==> config.mk <==
export PLATFORM = sky130hd
export DESIGN_NAME = capture_arbiter_flat
export DESIGN_NICKNAME = d
export VERILOG_FILES = /design/src/rtl/capture_arbiter_if.sv /design/src/rtl/capture_arbiter.sv /design/src/flat_wrapper.sv
export SDC_FILE = /design/constraint.sdc
export NUM_CORES = 1
export LEC_CHECK = 0
export BUFFER_PORTS_ARGS = -buffer_cell sky130_fd_sc_hd__buf_4
export CAP_MARGIN = 10
export CORE_MARGIN = 2
export CORE_UTILIZATION = 48
export CTS_BUF_LIST = sky130_fd_sc_hd__clkbuf_4 sky130_fd_sc_hd__clkbuf_8
export DETAILED_ROUTE_END_ITERATION = 7
export GPL_TIMING_DRIVEN = 0
export HOLD_SLACK_MARGIN = 0.03
export MAX_ROUTING_LAYER = met4
export PLACE_DENSITY = 0.79
export REMOVE_ABC_BUFFERS = 1
export SKIP_LAST_GASP = 1
export SYNTH_ARGS = -nofsm -noshare
export SYNTH_HDL_FRONTEND = slang
export SYNTH_SLANG_ARGS = --single-unit
==> constraint.sdc <==
create_clock -name clk -period 1.4 [get_ports clk]
set_input_delay 0.21 -clock clk [delete_from_list [all_inputs] [get_ports clk]]
set_output_delay 0.21 -clock clk [all_outputs]
set_load 0.02 [all_outputs]
==> src/rtl/capture_arbiter_if.sv <==
// Requester/consumer bundle for the shared capture register: per-requester
// request/data/grant plus the single valid/ready output channel.
interface capture_arbiter_if #(
  parameter int N = 2,
  parameter int W = 8
);
  localparam int SW = (N > 1) ? $clog2(N) : 1;

  logic [N-1:0]   req;
  logic [N*W-1:0] din;
  logic [N-1:0]   gnt;
  logic [W-1:0]   q;
  logic [SW-1:0]  q_src;
  logic           q_valid;
  logic           q_ready;
  logic           drop;

  modport master (
    output req, din, q_ready,
    input  gnt, q, q_src, q_valid, drop
  );

  modport slave (
    input  req, din, q_ready,
    output gnt, q, q_src, q_valid, drop
  );
endinterface

==> src/rtl/capture_arbiter.sv <==
// Round-robin capture of one requester's word into a shared register, held
// behind valid/ready until taken or discarded after TIMEOUT idle cycles.
module capture_arbiter #(
  parameter int N       = 2,
  parameter int W       = 8,
  parameter int TIMEOUT = 15
) (
  input  logic                 clk,
  input  logic                 rst_n,
  capture_arbiter_if.slave     bus
);
  localparam int SW = (N > 1) ? $clog2(N) : 1;
  localparam int TW = (TIMEOUT > 0) ? $clog2(TIMEOUT + 1) : 1;
  localparam logic [TW-1:0] TMAX = TW'((TIMEOUT > 0) ? TIMEOUT - 1 : 0);

  typedef enum logic {IDLE, HOLD} state_t;

  state_t        state_q, state_d;
  logic [W-1:0]  q_q, q_d;
  logic [SW-1:0] src_q, src_d;
  logic [SW-1:0] last_q, last_d;
  logic [TW-1:0] timer_q, timer_d;
  logic [N-1:0]  gnt_q, gnt_d;
  logic          valid_q, valid_d;
  logic          drop_q, drop_d;

  logic found;
  int   win;

  // Search starts just past the last winner so every requester gets a turn.
  always_comb begin
    found = 1'b0;
    win   = 0;
    for (int k = 1; k <= N; k++) begin
      if (!found && bus.req[(int'(last_q) + k) % N]) begin
        found = 1'b1;
        win   = (int'(last_q) + k) % N;
      end
    end
  end

  always_comb begin
    state_d = state_q;
    q_d     = q_q;
    src_d   = src_q;
    last_d  = last_q;
    timer_d = timer_q;
    valid_d = valid_q;
    gnt_d   = '0;
    drop_d  = 1'b0;
    case (state_q)
      IDLE: begin
        if (found) begin
          q_d        = bus.din[win*W +: W];
          src_d      = SW'(win);
          last_d     = SW'(win);
          valid_d    = 1'b1;
          gnt_d[win] = 1'b1;
          timer_d    = '0;
          state_d    = HOLD;
        end
      end
      HOLD: begin
        // Acceptance is checked first so it wins over an expiring timer.
        if (bus.q_ready) begin
          valid_d = 1'b0;
          state_d = IDLE;
        end else if (TIMEOUT != 0) begin
          if (timer_q == TMAX) begin
            valid_d = 1'b0;
            drop_d  = 1'b1;
            state_d = IDLE;
          end else begin
            timer_d = timer_q + TW'(1);
          end
        end
      end
      default: state_d = IDLE;
    endcase
  end

  always_ff @(posedge clk) begin
    if (!rst_n) begin
      state_q <= IDLE;
      q_q     <= '0;
      src_q   <= '0;
      last_q  <= SW'(N - 1);
      timer_q <= '0;
      valid_q <= 1'b0;
      gnt_q   <= '0;
      drop_q  <= 1'b0;
    end else begin
      state_q <= state_d;
      q_q     <= q_d;
      src_q   <= src_d;
      last_q  <= last_d;
      timer_q <= timer_d;
      valid_q <= valid_d;
      gnt_q   <= gnt_d;
      drop_q  <= drop_d;
    end
  end

  assign bus.q       = q_q;
  assign bus.q_src   = src_q;
  assign bus.q_valid = valid_q;
  assign bus.gnt     = gnt_q;
  assign bus.drop    = drop_q;
endmodule

==> src/flat_wrapper.sv <==
// flat-port wrapper written by rule: the top's interface ports become plain ports
module capture_arbiter_flat 
#(
  parameter int N       = 2,
  parameter int W       = 8,
  parameter int TIMEOUT = 15
)
  (clk, rst_n, bus_req, bus_din, bus_q_ready, bus_gnt, bus_q, bus_q_src, bus_q_valid, bus_drop);
  capture_arbiter_if #(.N(N), .W(W)) bus_i ();
  input  logic clk;
  input  logic rst_n;
  input wire logic [$bits(bus_i.req)-1:0] bus_req;
  input wire logic [$bits(bus_i.din)-1:0] bus_din;
  input wire logic [$bits(bus_i.q_ready)-1:0] bus_q_ready;
  output wire logic [$bits(bus_i.gnt)-1:0] bus_gnt;
  output wire logic [$bits(bus_i.q)-1:0] bus_q;
  output wire logic [$bits(bus_i.q_src)-1:0] bus_q_src;
  output wire logic [$bits(bus_i.q_valid)-1:0] bus_q_valid;
  output wire logic [$bits(bus_i.drop)-1:0] bus_drop;
  assign bus_i.req = bus_req;
  assign bus_i.din = bus_din;
  assign bus_i.q_ready = bus_q_ready;
  assign bus_gnt = bus_i.gnt;
  assign bus_q = bus_i.q;
  assign bus_q_src = bus_i.q_src;
  assign bus_q_valid = bus_i.q_valid;
  assign bus_drop = bus_i.drop;
  capture_arbiter #(.N(N), .W(W), .TIMEOUT(TIMEOUT)) u_core (.clk(clk), .rst_n(rst_n), .bus(bus_i));
endmodule
---- After elaboration in Yosys (flattened, before gate mapping) ----
Index checks and enable logic that the tools add are counted.
storage, ports and cells
  bits in read-only memories .............. 0
  output and inout port bits .............. 13
  register bits ........................... 19
  word-level logic and storage cells ...... 59
  input bits .............................. 21
  memories ................................ 0
  RAM bits ................................ 0
  latch bits .............................. 0
operators by class
  add/sub/neg operators ................... 3
  multiplexer cells ....................... 25
  div/mod/pow operators ................... 0
  reduce and logical (&&, ||, !) cells .... 8
  shifts and indexed selects .............. 1
  bitwise gates (word level) .............. 5
  magnitude comparators ................... 4
  equality and inequality tests ........... 5
  $mul .................................... 0
operators by type and width
  cell                   count
  $mux W32               2
  $ge A32 B1 Y1 const B  1
  $lt A32 B3 Y1 const B  1
  $shiftx A16 B32 Y8     1
  $mux W1                16
  $mux W4                3
  $pmux W4 S2            1
  $lt A2 B3 Y1 const B   2
  $reduce_or A3 Y1       2
  $add A4 B1 Y4 const B  1
  $eq A4 B4 Y1 const B   1
  $ne A2 B2 Y1 const B   2
  $pmux W1 S2            2
  $reduce_and A2 Y1      2
  $ne A3 B3 Y1 const B   1
  $not A1 Y1             3
  $reduce_and A3 Y1      1
  $add A1 B1 Y1 const B  2
  $and A1 B1 Y1 const A  2
  $logic_and A1 B1 Y1    2
  $ne A2 B1 Y1 const B   1
  $demux W1 S1           1
  $logic_not A1 Y1       1

---- Logic depth before layout (Yosys ltp) ----
Gate-level depths: netlist (run 1).
  depth in word-level cells ............... 13
  depth in mapped cells ................... 5
  depth with buffers taken out ............ 5

---- Least setup slack after synthesis (run 1) ----
OpenSTA, ideal clock, no wires.
  path kind ............................... register to register
  start point ............................. register u_core.timer_q[0]
  end point ............................... register u_core.timer_q[0]
  clock period less this slack ............ 1140 ps
  buffers on the path ..................... 0
  library setup time ...................... 116 ps
  path slack .............................. 260 ps
  stages on the path, launching flop included .. 6
  data arrival time ....................... 1024 ps
  required time ........................... 1284 ps
  path through ............................ dfxtp_1 inv_1 ha_1 nand3_1 and2_1 a31o_1
on the way
  longest elaborated chain between the ends .. 4
  elaborated cells on any way between the ends .. 7
  classes of those cells .................. add/sub: 1; eq/ne: 2; mux: 3; reduce/logical: 1
ends and longest elaborated chain
  element                   RTL line               source
  start: declaration        capture_arbiter.sv:22  logic [TW-1:0] timer_q, timer_d;
  start signal: assignment  capture_arbiter.sv:97  timer_q <= timer_d;
  $add A4 B1 Y4             capture_arbiter.sv:74  timer_d = timer_q + TW'(1);
  $mux W4                   capture_arbiter.sv:69  if (timer_q == TMAX) begin
  $mux W4                   capture_arbiter.sv:65  if (bus.q_ready) begin
  $pmux W4 S2               capture_arbiter.sv:51  case (state_q)
Parallel ways exist; a longest one is shown, timed or not. The select of a mux whose other input is x is not followed.
A chain may end at the register's enable or synchronous reset.

---- Final worst setup path (run 1) ----
  start point ............................. register u_core.timer_q[0]
  end point ............................... register u_core.valid_q (netlist: u_core.bus.q_valid)
on the way
  longest elaborated chain between the ends .. 3
ends and longest elaborated chain
  element                      RTL line               source
  $eq A4 B4 Y1                 capture_arbiter.sv:69
  $ne A3 B3 Y1 (no line)       -
  $reduce_and A2 Y1 (no line)  -
  end signal: assignment       capture_arbiter.sv:98  valid_q <= valid_d;
  end: declaration             capture_arbiter.sv:24  logic valid_q, valid_d;
No other way between the ends.

==> results of run 1 <==
-- power breakdown --
part / switching, mW / leakage (nW) / internal (mW) / total, mW
clock: 0.173 / 0.0177 / 0.107 / 0.280
sequential: 0.0225 / 0.157 / 0.580 / 0.602
combinational: 0.120 / 0.342 / 0.124 / 0.244
total: 0.315 / 0.517 / 0.811 / 1.13
-- worst max-delay path, cell delays in order (launching register included) --
cell and delay, ns:
sky130_fd_sc_hd__dfxtp_1 0.39, sky130_fd_sc_hd__inv_1 0.07, sky130_fd_sc_hd__ha_1 0.23, sky130_fd_sc_hd__and3_1 0.20, sky130_fd_sc_hd__o21ai_0 0.21, sky130_fd_sc_hd__o211a_1 0.18
-- cells by family (layout without fill, tap and decap cells) --
kind of cell	after synthesis	after routing
buf+inv	6	39
flops	19	19
mux	6	6
compound gates	29	29
fa+ha+maj	2	2
simple gates	20	20
-- final timing paths --
kind,to,slack (ns),cells after the start
hold / removal,u_core.bus.q[7],0.13,2
setup / recovery,u_core.bus.q_valid,0.08,5
setup reg to reg,u_core.bus.q_valid,0.08,5
hold reg to reg,u_core.bus.q_src,0.47,1
-- synthesized netlist by cell type (2+ instances only) --
cell type	number
sky130_fd_sc_hd__and2_1	3
sky130_fd_sc_hd__a221o_1	2
sky130_fd_sc_hd__o21ai_0	6
sky130_fd_sc_hd__inv_1	2
sky130_fd_sc_hd__mux2i_1	6
sky130_fd_sc_hd__nor2b_1	2
sky130_fd_sc_hd__o21ai_1	3
sky130_fd_sc_hd__dfxtp_1	19
sky130_fd_sc_hd__ha_1	2
sky130_fd_sc_hd__nand2_1	2
sky130_fd_sc_hd__and3_1	5
sky130_fd_sc_hd__nand3_1	2
sky130_fd_sc_hd__a21oi_1	8
sky130_fd_sc_hd__buf_2	2
-- cells in the final DEF, fill, tap and decap left out, drive strengths merged --
master | netlist | final
buf | 3 | 33
dfxtp | 19 | 19
o21ai | 9 | 9
a21oi | 8 | 8
mux2i | 6 | 6
and3 | 6 | 6
and2 | 3 | 3
clkbuf | 1 | 3
inv | 2 | 2
nand3 | 2 | 2
nand2 | 2 | 2
a221o | 2 | 2
ha | 2 | 2
nor2b | 2 | 2
o21ba | 1 | 1
a211oi | 1 | 1
a31o | 1 | 1
a21boi | 1 | 1
o211a | 1 | 1
o21bai | 1 | 1
and2b | 1 | 1
a21o | 1 | 1
nand2b | 1 | 1
o211ai | 1 | 1
a311oi | 1 | 1
o21a | 1 | 1
and4 | 1 | 1
nor3 | 1 | 1
nand4b | 1 | 1
clkinv | 0 | 1
-- per-layer routing --
| layer | share of wire | wire length, um | global-route usage |
|---|---|---|---|
| met5 | 0 | 0 | - |
| met3 | 0.063 | 107 | 0.08400 |
| met4 | 0.015 | 25 | 0.08824 |
| met1 | 0.43 | 726 | 0.2308 |
| met2 | 0.49 | 836 | 0.3229 |
-- sequential cells by signal (all words and copies together) (netlist names) --
register	flops
u_core.state_q	1
u_core.bus.q	8
u_core.bus.gnt	2
u_core.timer_q	4
u_core.bus.drop	1
u_core.bus.q_src	1
u_core.bus.q_valid	1
u_core.last_q	1
-- cell type report --
class,instances,share of cell area
well taps,16,0.01833
flip-flops and latches,19,0.3482
clock inverters,1,0.004582
multi-input cells,57,0.3746
clock buffers,3,0.02062
repair buffers,33,0.2268
inverters,2,0.006873
-- stage by stage --
stage	area (sq um)	TNS (ns)	worst slack, ns
after floorplan	790.8	0	0.1485
after global placement	1059	-0.6490	-0.1058
after detailed placement	1059	-0.8496	-0.1353
after CTS	1090	0	0.07527
after global routing	1092	0	0.007814
final	1092	0	0.07697
-- what timing repair did --
action | 4_1_cts | 5_1_grt
setup endpoints to repair | 8 | 3
resized for setup | 1 | 1
endpoints found under the hold margin | 0 | 0
==> results.rst, run 1 <==
.. list-table::
   :header-rows: 1

   * - Metric
     - Value
   * - Basic-gate share of the synthesized area counting and, or, nand and nor cells
     - 0.1602
   * - Area occupied by multi-input gates
     - 409.1 sq um
   * - Synthesis Warnings
     - 0
   * - Netlist cell types
     - 32
   * - Hold path start
     - bus_din[7]
   * - Vias per cell
     - 5.427
   * - Crit Path Category
     - reg2reg
   * - Share of flip-flops with an asynchronous set or reset
     - 0
   * - Via count of the first global-routing pass
     - 696
   * - Insertion delay of the later-clocked pin in the worst-skew pair
     - approximately 0.31 ns
   * - Worst hold slack
     - 0.1327 ns
   * - Maximum clock skew at final layout
     - roughly 0.014 ns
   * - Synth Area in Adders
     - 0.03082
   * - Launching point of the worst reg2reg path
     - u_core.timer_q[0]
   * - Classification of the worst-slack hold path
     - in2reg
   * - Number of standard-cell rows in the floorplan
     - 14
   * - CP Capture Type
     - flip-flop
   * - First-pass GRT wire length
     - about 2.8 mm
   * - P&R area growth vs syn
     - 34.51%
   * - Post-route insts no fill
     - around 130
   * - Final routed DRC violation total
     - 0
   * - Dominant combinational cell family by area after synthesis
     - compound AO/OA/AOI/OAI gates
   * - Antenna Diode Count
     - 0
   * - Number of slew-limit violations in the final report
     - 0
   * - Number of hold violations in the final report
     - 0
   * - Signal arrival time at the worst endpoint
     - approximately 1.6 ns
   * - Max Fanout on Critical Path
     - 4
   * - Overall fraction of global-route tracks in use
     - 0.2063
   * - Mean area per synthesized cell
     - slightly below 10 sq um
   * - Number of setup violations in the final report
     - 0
   * - Yosys top cell area share
     - 0.4684
   * - Initial cell density of the core
     - 0.5268
   * - Antenna violations before repair
     - 0
   * - Unrepaired setup endpoints after global routing
     - no
   * - Deepest clock path buffer count
     - 2
   * - Pwr dens
     - just over 1000 nW/um^2
   * - First drt pass iteration count
     - 4
   * - Hold buffers post-CTS
     - 0
   * - Static Leak
     - about 0.52 nW
   * - DR WL/cell
     - about 13 um
   * - Via count
     - roughly 700
   * - Number of clock buffers inserted by TritonCTS
     - 3
   * - Sequential cell area
     - 380.4 sq um
   * - Detailed-route wire length
     - 1.695 mm
   * - Die Area
     - 2037 sq um
   * - Period utilization
     - 0.9450
   * - Utilization after layout
     - 0.7086
   * - Final HPWL from detailed placement
     - roughly 1.3 mm
   * - Fraction of layout cells with a size suffix above 1
     - 0.3652
   * - Maximum ir drop on the vdd rail
     - around 0.65 mV
   * - TritonCTS clock tree
     - yes
   * - Detailed router's first-iteration violation count
     - 5
   * - Result of the run
     - finished clean
   * - Worst setup path start
     - u_core.timer_q[0]
   * - Worst Max-Slew Pin Slew
     - approximately 0.51 ns
   * - Max Fclk
     - 755.8 MHz
   * - Horizontal die dimension
     - about 45 um
   * - Max-cap violations
     - 0
   * - Die Y-Extent
     - between 40 and 50 um
   * - Dominant cell type by area after synthesis
     - sky130_fd_sc_hd__dfxtp_1
   * - Htree depth
     - 1
   * - Post-Place Cells
     - 127
   * - Total I/O pin count
     - 34
   * - Synth Area in XOR/XNOR
     - 0
   * - Remaining antenna violation count
     - 0
   * - Most used DFF post-synth
     - sky130_fd_sc_hd__dfxtp_1
   * - Proportion of synthesized area in mux cells
     - 0.07396
   * - Clock sinks
     - 19
   * - Time the final worst path needs with I/O delays and setup
     - 1.323 ns
   * - Main area contributors after synthesis
     - sky130_fd_sc_hd__dfxtp_1, sky130_fd_sc_hd__mux2i_1, sky130_fd_sc_hd__a21oi_1
   * - Filler instances
     - approximately 120
   * - Final Wtd Congestion
     - slightly above 0.8
   * - CTS clk-pin slew, worst paths
     - ~0.12 ns
   * - Overall overflow remaining after global route
     - 0
   * - Maximum number of pins on one net before global-route repair
     - 18
   * - Crit path required time
     - 1.66 ns
   * - Seq/Total Area, Yosys
     - 0.4684
   * - Buffers on Ports
     - 33
   * - Max_slew headroom
     - 0.6547
   * - CORE AREA
     - 1541 sq um
   * - Number of nets in the final layout
     - ~140
   * - Post-synthesis cell count
     - 82
   * - Kind of start point of the critical path
     - flip-flop
   * - Design Power
     - between 1 and 1.5 mW
   * - Number of flops mapped to enable cells by yosys
     - 0
   * - Post-CTS setup buffers
     - 0
   * - Netlist area before placement
     - between 800 and 900 sq um
   * - Clock root buffer
     - sky130_fd_sc_hd__clkbuf_4
   * - Register bit total from synthesis
     - 19
   * - Share of the synthesized area in compound gates (AO/OA/AOI/OAI)
     - 0.2311
Note: power is estimated with default switching activity, not from simulation.
==> run 2: changes to the inputs <==
--- a/config.mk
+++ b/config.mk
@@ -16,3 +16,3 @@
 export MAX_ROUTING_LAYER = met4
-export PLACE_DENSITY = 0.79
+export PLACE_DENSITY_LB_ADDON = 0.08
 export REMOVE_ABC_BUFFERS = 1
==> constraint.sdc (replaced) <==
create_clock -name clk -period 1.4 [get_ports clk]
set_input_delay 0 -clock clk [delete_from_list [all_inputs] [get_ports clk]]
set_output_delay 0 -clock clk [all_outputs]
set_load 0.02 [all_outputs]
==> run 2 against run 1 <==
Net effect:
- final cell count up 15%
- sequential share of layout area down 5.7 points
- clock power up 13%
- register-to-register slack better by 0.03 ns
- die area unchanged
- via count up 17%
- combinational power up 23%
- core utilization up 14 points
- global-route usage up 4.2 points
- critical endpoint is now u_core.last_q
- largest cell class is now buffers
==> results.rst, run 2 (synthesis gave the netlist of run 1 again) <==
.. list-table::
   :header-rows: 1

   * - Metric
     - Value
   * - Result of the run
     - finished clean (unchanged)
   * - Crit Path Category
     - in2reg (was reg2reg)
   * - Antenna Diode Count
     - 0 (unchanged)
   * - Most frequent cells in the layout
     - sky130_fd_sc_hd__buf_4, sky130_fd_sc_hd__dlygate4sd3_1, sky130_fd_sc_hd__dfxtp_1 (was sky130_fd_sc_hd__buf_4, sky130_fd_sc_hd__dfxtp_1, sky130_fd_sc_hd__a21oi_1)
   * - Routed met1 length
     - 859 um (was 726 um)
   * - Met2 wirelength from detailed routing
     - 1.183 mm (was 836 um)
   * - Maximum clock skew at final layout
     - 0.007951 ns (was 0.01391 ns)
   * - Post-route insts no fill
     - 151 (was 131)
   * - Depth of the worst register-to-register path
     - 3 (was 5)
   * - Maximum ir drop on the vdd rail
     - 0.6684 mV (was 0.6512 mV)
   * - Via count of the first global-routing pass
     - 829 (was 696)
   * - Via count
     - 833 (was 711)
   * - Filler instances
     - 93 (was 124)
   * - Antenna violations before repair
     - 0 (unchanged)
   * - Final routed DRC violation total
     - 0 (unchanged)
   * - Htree depth
     - 1 (unchanged)
   * - Die Y-Extent
     - 45.13 um (unchanged)
   * - First-pass GRT wire length
     - 3.525 mm (was 2.842 mm)
   * - Hold Path Depth
     - 4 (was 2)
   * - Crit path required time
     - 1.61 ns (was 1.66 ns)
   * - Maximum number of pins on one net before global-route repair
     - 18 (unchanged)
   * - Classification of the worst-slack hold path
     - in2reg (unchanged)
   * - Insertion delay of the later-clocked pin in the worst-skew pair
     - 0.31 ns (about the same)
   * - Max Fclk
     - 770.5 MHz (was 755.8 MHz)
   * - Overall fraction of global-route tracks in use
     - 0.2483 (was 0.2063)
   * - Pwr dens
     - 933.5 nW/um^2 (was 1031 nW/um^2)
   * - Signal arrival time at the worst endpoint
     - 1.51 ns (was 1.59 ns)
   * - Most common library cell in the layout ignoring fill and taps
     - sky130_fd_sc_hd__buf_4 (unchanged)
   * - End of the worst register-to-register path
     - u_core.last_q (was u_core.bus.q_valid)
   * - Deepest clock path buffer count
     - 2 (unchanged)
   * - Final Wtd Congestion
     - 0.8070 (was 0.8304)
   * - WHS Endpoint
     - u_core.timer_q[3] (was u_core.bus.q[7])
   * - Vias per cell
     - 5.517 (was 5.427)
   * - First drt pass iteration count
     - 4 (unchanged)
   * - Worst Setup Slack, final
     - 0.1022 ns (was 0.07697 ns)
   * - Detailed-route wire length
     - 2.197 mm (was 1.695 mm)
   * - Unrepaired setup endpoints after global routing
     - no (unchanged)
   * - Number of clock buffers inserted by TritonCTS
     - 3 (unchanged)
   * - Hold path start
     - bus_req[1] (was bus_din[7])
   * - Area occupied by multi-input gates
     - 421.7 sq um (was 409.1 sq um)
   * - Number of standard-cell rows in the floorplan
     - 14 (unchanged)
   * - Post-CTS setup buffers
     - 0 (unchanged)
   * - Detailed router's first-iteration violation count
     - 10 (was 5)
   * - Number of slew-limit violations in the final report
     - 0 (unchanged)
   * - Time the final worst path needs with I/O delays and setup
     - 1.298 ns (was 1.323 ns)
   * - Remaining antenna violation count
     - 0 (unchanged)
   * - Max Fanout on Critical Path
     - 5 (was 4)
   * - Max-cap violations
     - 0 (unchanged)
   * - Clock root buffer
     - sky130_fd_sc_hd__clkbuf_4 (unchanged)
   * - Max_slew headroom
     - 0.7595 (was 0.6547)
   * - Horizontal die dimension
     - 45.13 um (unchanged)
   * - DR WL/cell
     - 14.55 um (was 12.94 um)
   * - Total I/O pin count
     - 34 (unchanged)
   * - P&R area growth vs syn
     - 61.02% (was 34.51%)
   * - Overall overflow remaining after global route
     - 0 (unchanged)
   * - CP Capture Type
     - flip-flop (unchanged)
   * - CORE AREA
     - 1541 sq um (unchanged)
   * - Number of hold violations in the final report
     - 0 (unchanged)
   * - Period utilization
     - 0.9270 (was 0.9450)
   * - Worst Max-Slew Pin Slew
     - 0.3598 ns (was 0.5149 ns)
   * - CTS clk-pin slew, worst paths
     - 0.12 ns (about the same)
   * - Kind of start point of the critical path
     - primary input (was flip-flop)
   * - TritonCTS clock tree
     - yes (unchanged)
   * - Fraction of layout cells with a size suffix above 1
     - 0.3185 (was 0.3652)
   * - Buffers on Ports
     - 33 (unchanged)
   * - Post-Place Cells
     - 127 (unchanged)
   * - Sequential cell area
     - 380.4 sq um (unchanged)
   * - Clock sinks
     - 19 (unchanged)
   * - Number of nets in the final layout
     - 159 (was 139)
   * - Launching point of the worst reg2reg path
     - u_core.last_q (was u_core.timer_q[0])
   * - Static Leak
     - 0.6042 nW (was 0.5166 nW)
   * - Worst reg2reg setup slack
     - 0.10 ns (was 0.08 ns)
   * - Top Layer Used
     - met4 (unchanged)
   * - Number of setup violations in the final report
     - 0 (unchanged)
   * - Final HPWL from detailed placement
     - 1.237 mm (was 1.297 mm)
   * - Setup Slack @ Placement
     - -0.1146 ns (was -0.1353 ns)
   * - Met3 WL post-DR
     - 122 um (was 107 um)
   * - Initial cell density of the core
     - 0.5268 (unchanged)
   * - Max FFs per register
     - 8 (unchanged)
   * - Die Area
     - 2037 sq um (unchanged)
==> run 2: worst max-delay path by stage <==
stage | from | end | slack, ns | cells after the start
2_1_floorplan | u_core.last_q | u_core.bus.q[0] | 0.15 | 3
3_3_place_gp | u_core.last_q | u_core.bus.q[5] | -0.08 | 3
3_5_place_dp | u_core.last_q | u_core.bus.q[5] | -0.11 | 3
4_1_cts | u_core.state_q | u_core.timer_q[3] | 0.07 | 3
5_1_grt | bus_req[0] | u_core.last_q | 0.002 | 6
6_report | bus_req[0] | u_core.last_q | 0.10 | 6
==> run 2: stage by stage <==
stage / total power, mW / hold slack, ns / util / area (sq um) / TNS [ns]
after global routing: 1.268 / 0.1068 / 0.8482 / 1308 / 0
after detailed placement: 0.8579 / 0.2268 / 0.6867 / 1059 / -0.7241
after CTS: 1.198 / 0.07226 / 0.8385 / 1292 / 0
after floorplan: 0.7384 / 0.08887 / - / 790.8 / 0
after global placement: 0.8524 / 0.2226 / 0.6867 / 1059 / -0.3709
final: 1.221 / 0.07335 / 0.8482 / 1308 / 0
==> run 2: cell type report <==
cell class              count  share of cell area
clock buffers               4             0.02297
inverters                   2            0.005742
multi-input cells          57              0.3225
flip-flops and latches     19              0.2909
well taps                  16             0.01531
repair buffers             53              0.3426
==> run 2: timing repair <==
action,in CTS,in global routing
hold buffers,20,0
hold endpoints to repair,12,0
resized for setup,1,3
setup endpoints to repair,9,6
==> run 2: where the power goes <==
part / internal (mW) / total (mW) / switching [mW]
clock: 0.131 / 0.317 / 0.186
combinational: 0.164 / 0.299 / 0.135
sequential: 0.580 / 0.605 / 0.0252
total: 0.875 / 1.22 / 0.346
==> run 2: critical path: stages <==
cell and delay (ns):
sky130_fd_sc_hd__dlygate4sd3_1 0.52, sky130_fd_sc_hd__buf_4 0.14, sky130_fd_sc_hd__inv_1 0.05, sky130_fd_sc_hd__o21ai_0 0.15, sky130_fd_sc_hd__o211ai_1 0.10, sky130_fd_sc_hd__dlygate4sd3_1 0.56
==> run 2: metal layers <==
| layer | track usage | vias to the layer above |
|---|---|---|
| met4 | 0.1000 | 0 |
| li1 | - | 409 |
| met2 | 0.4400 | 33 |
| met5 | - | - |
| met1 | 0.2637 | 388 |
| met3 | 0.05600 | 3 |
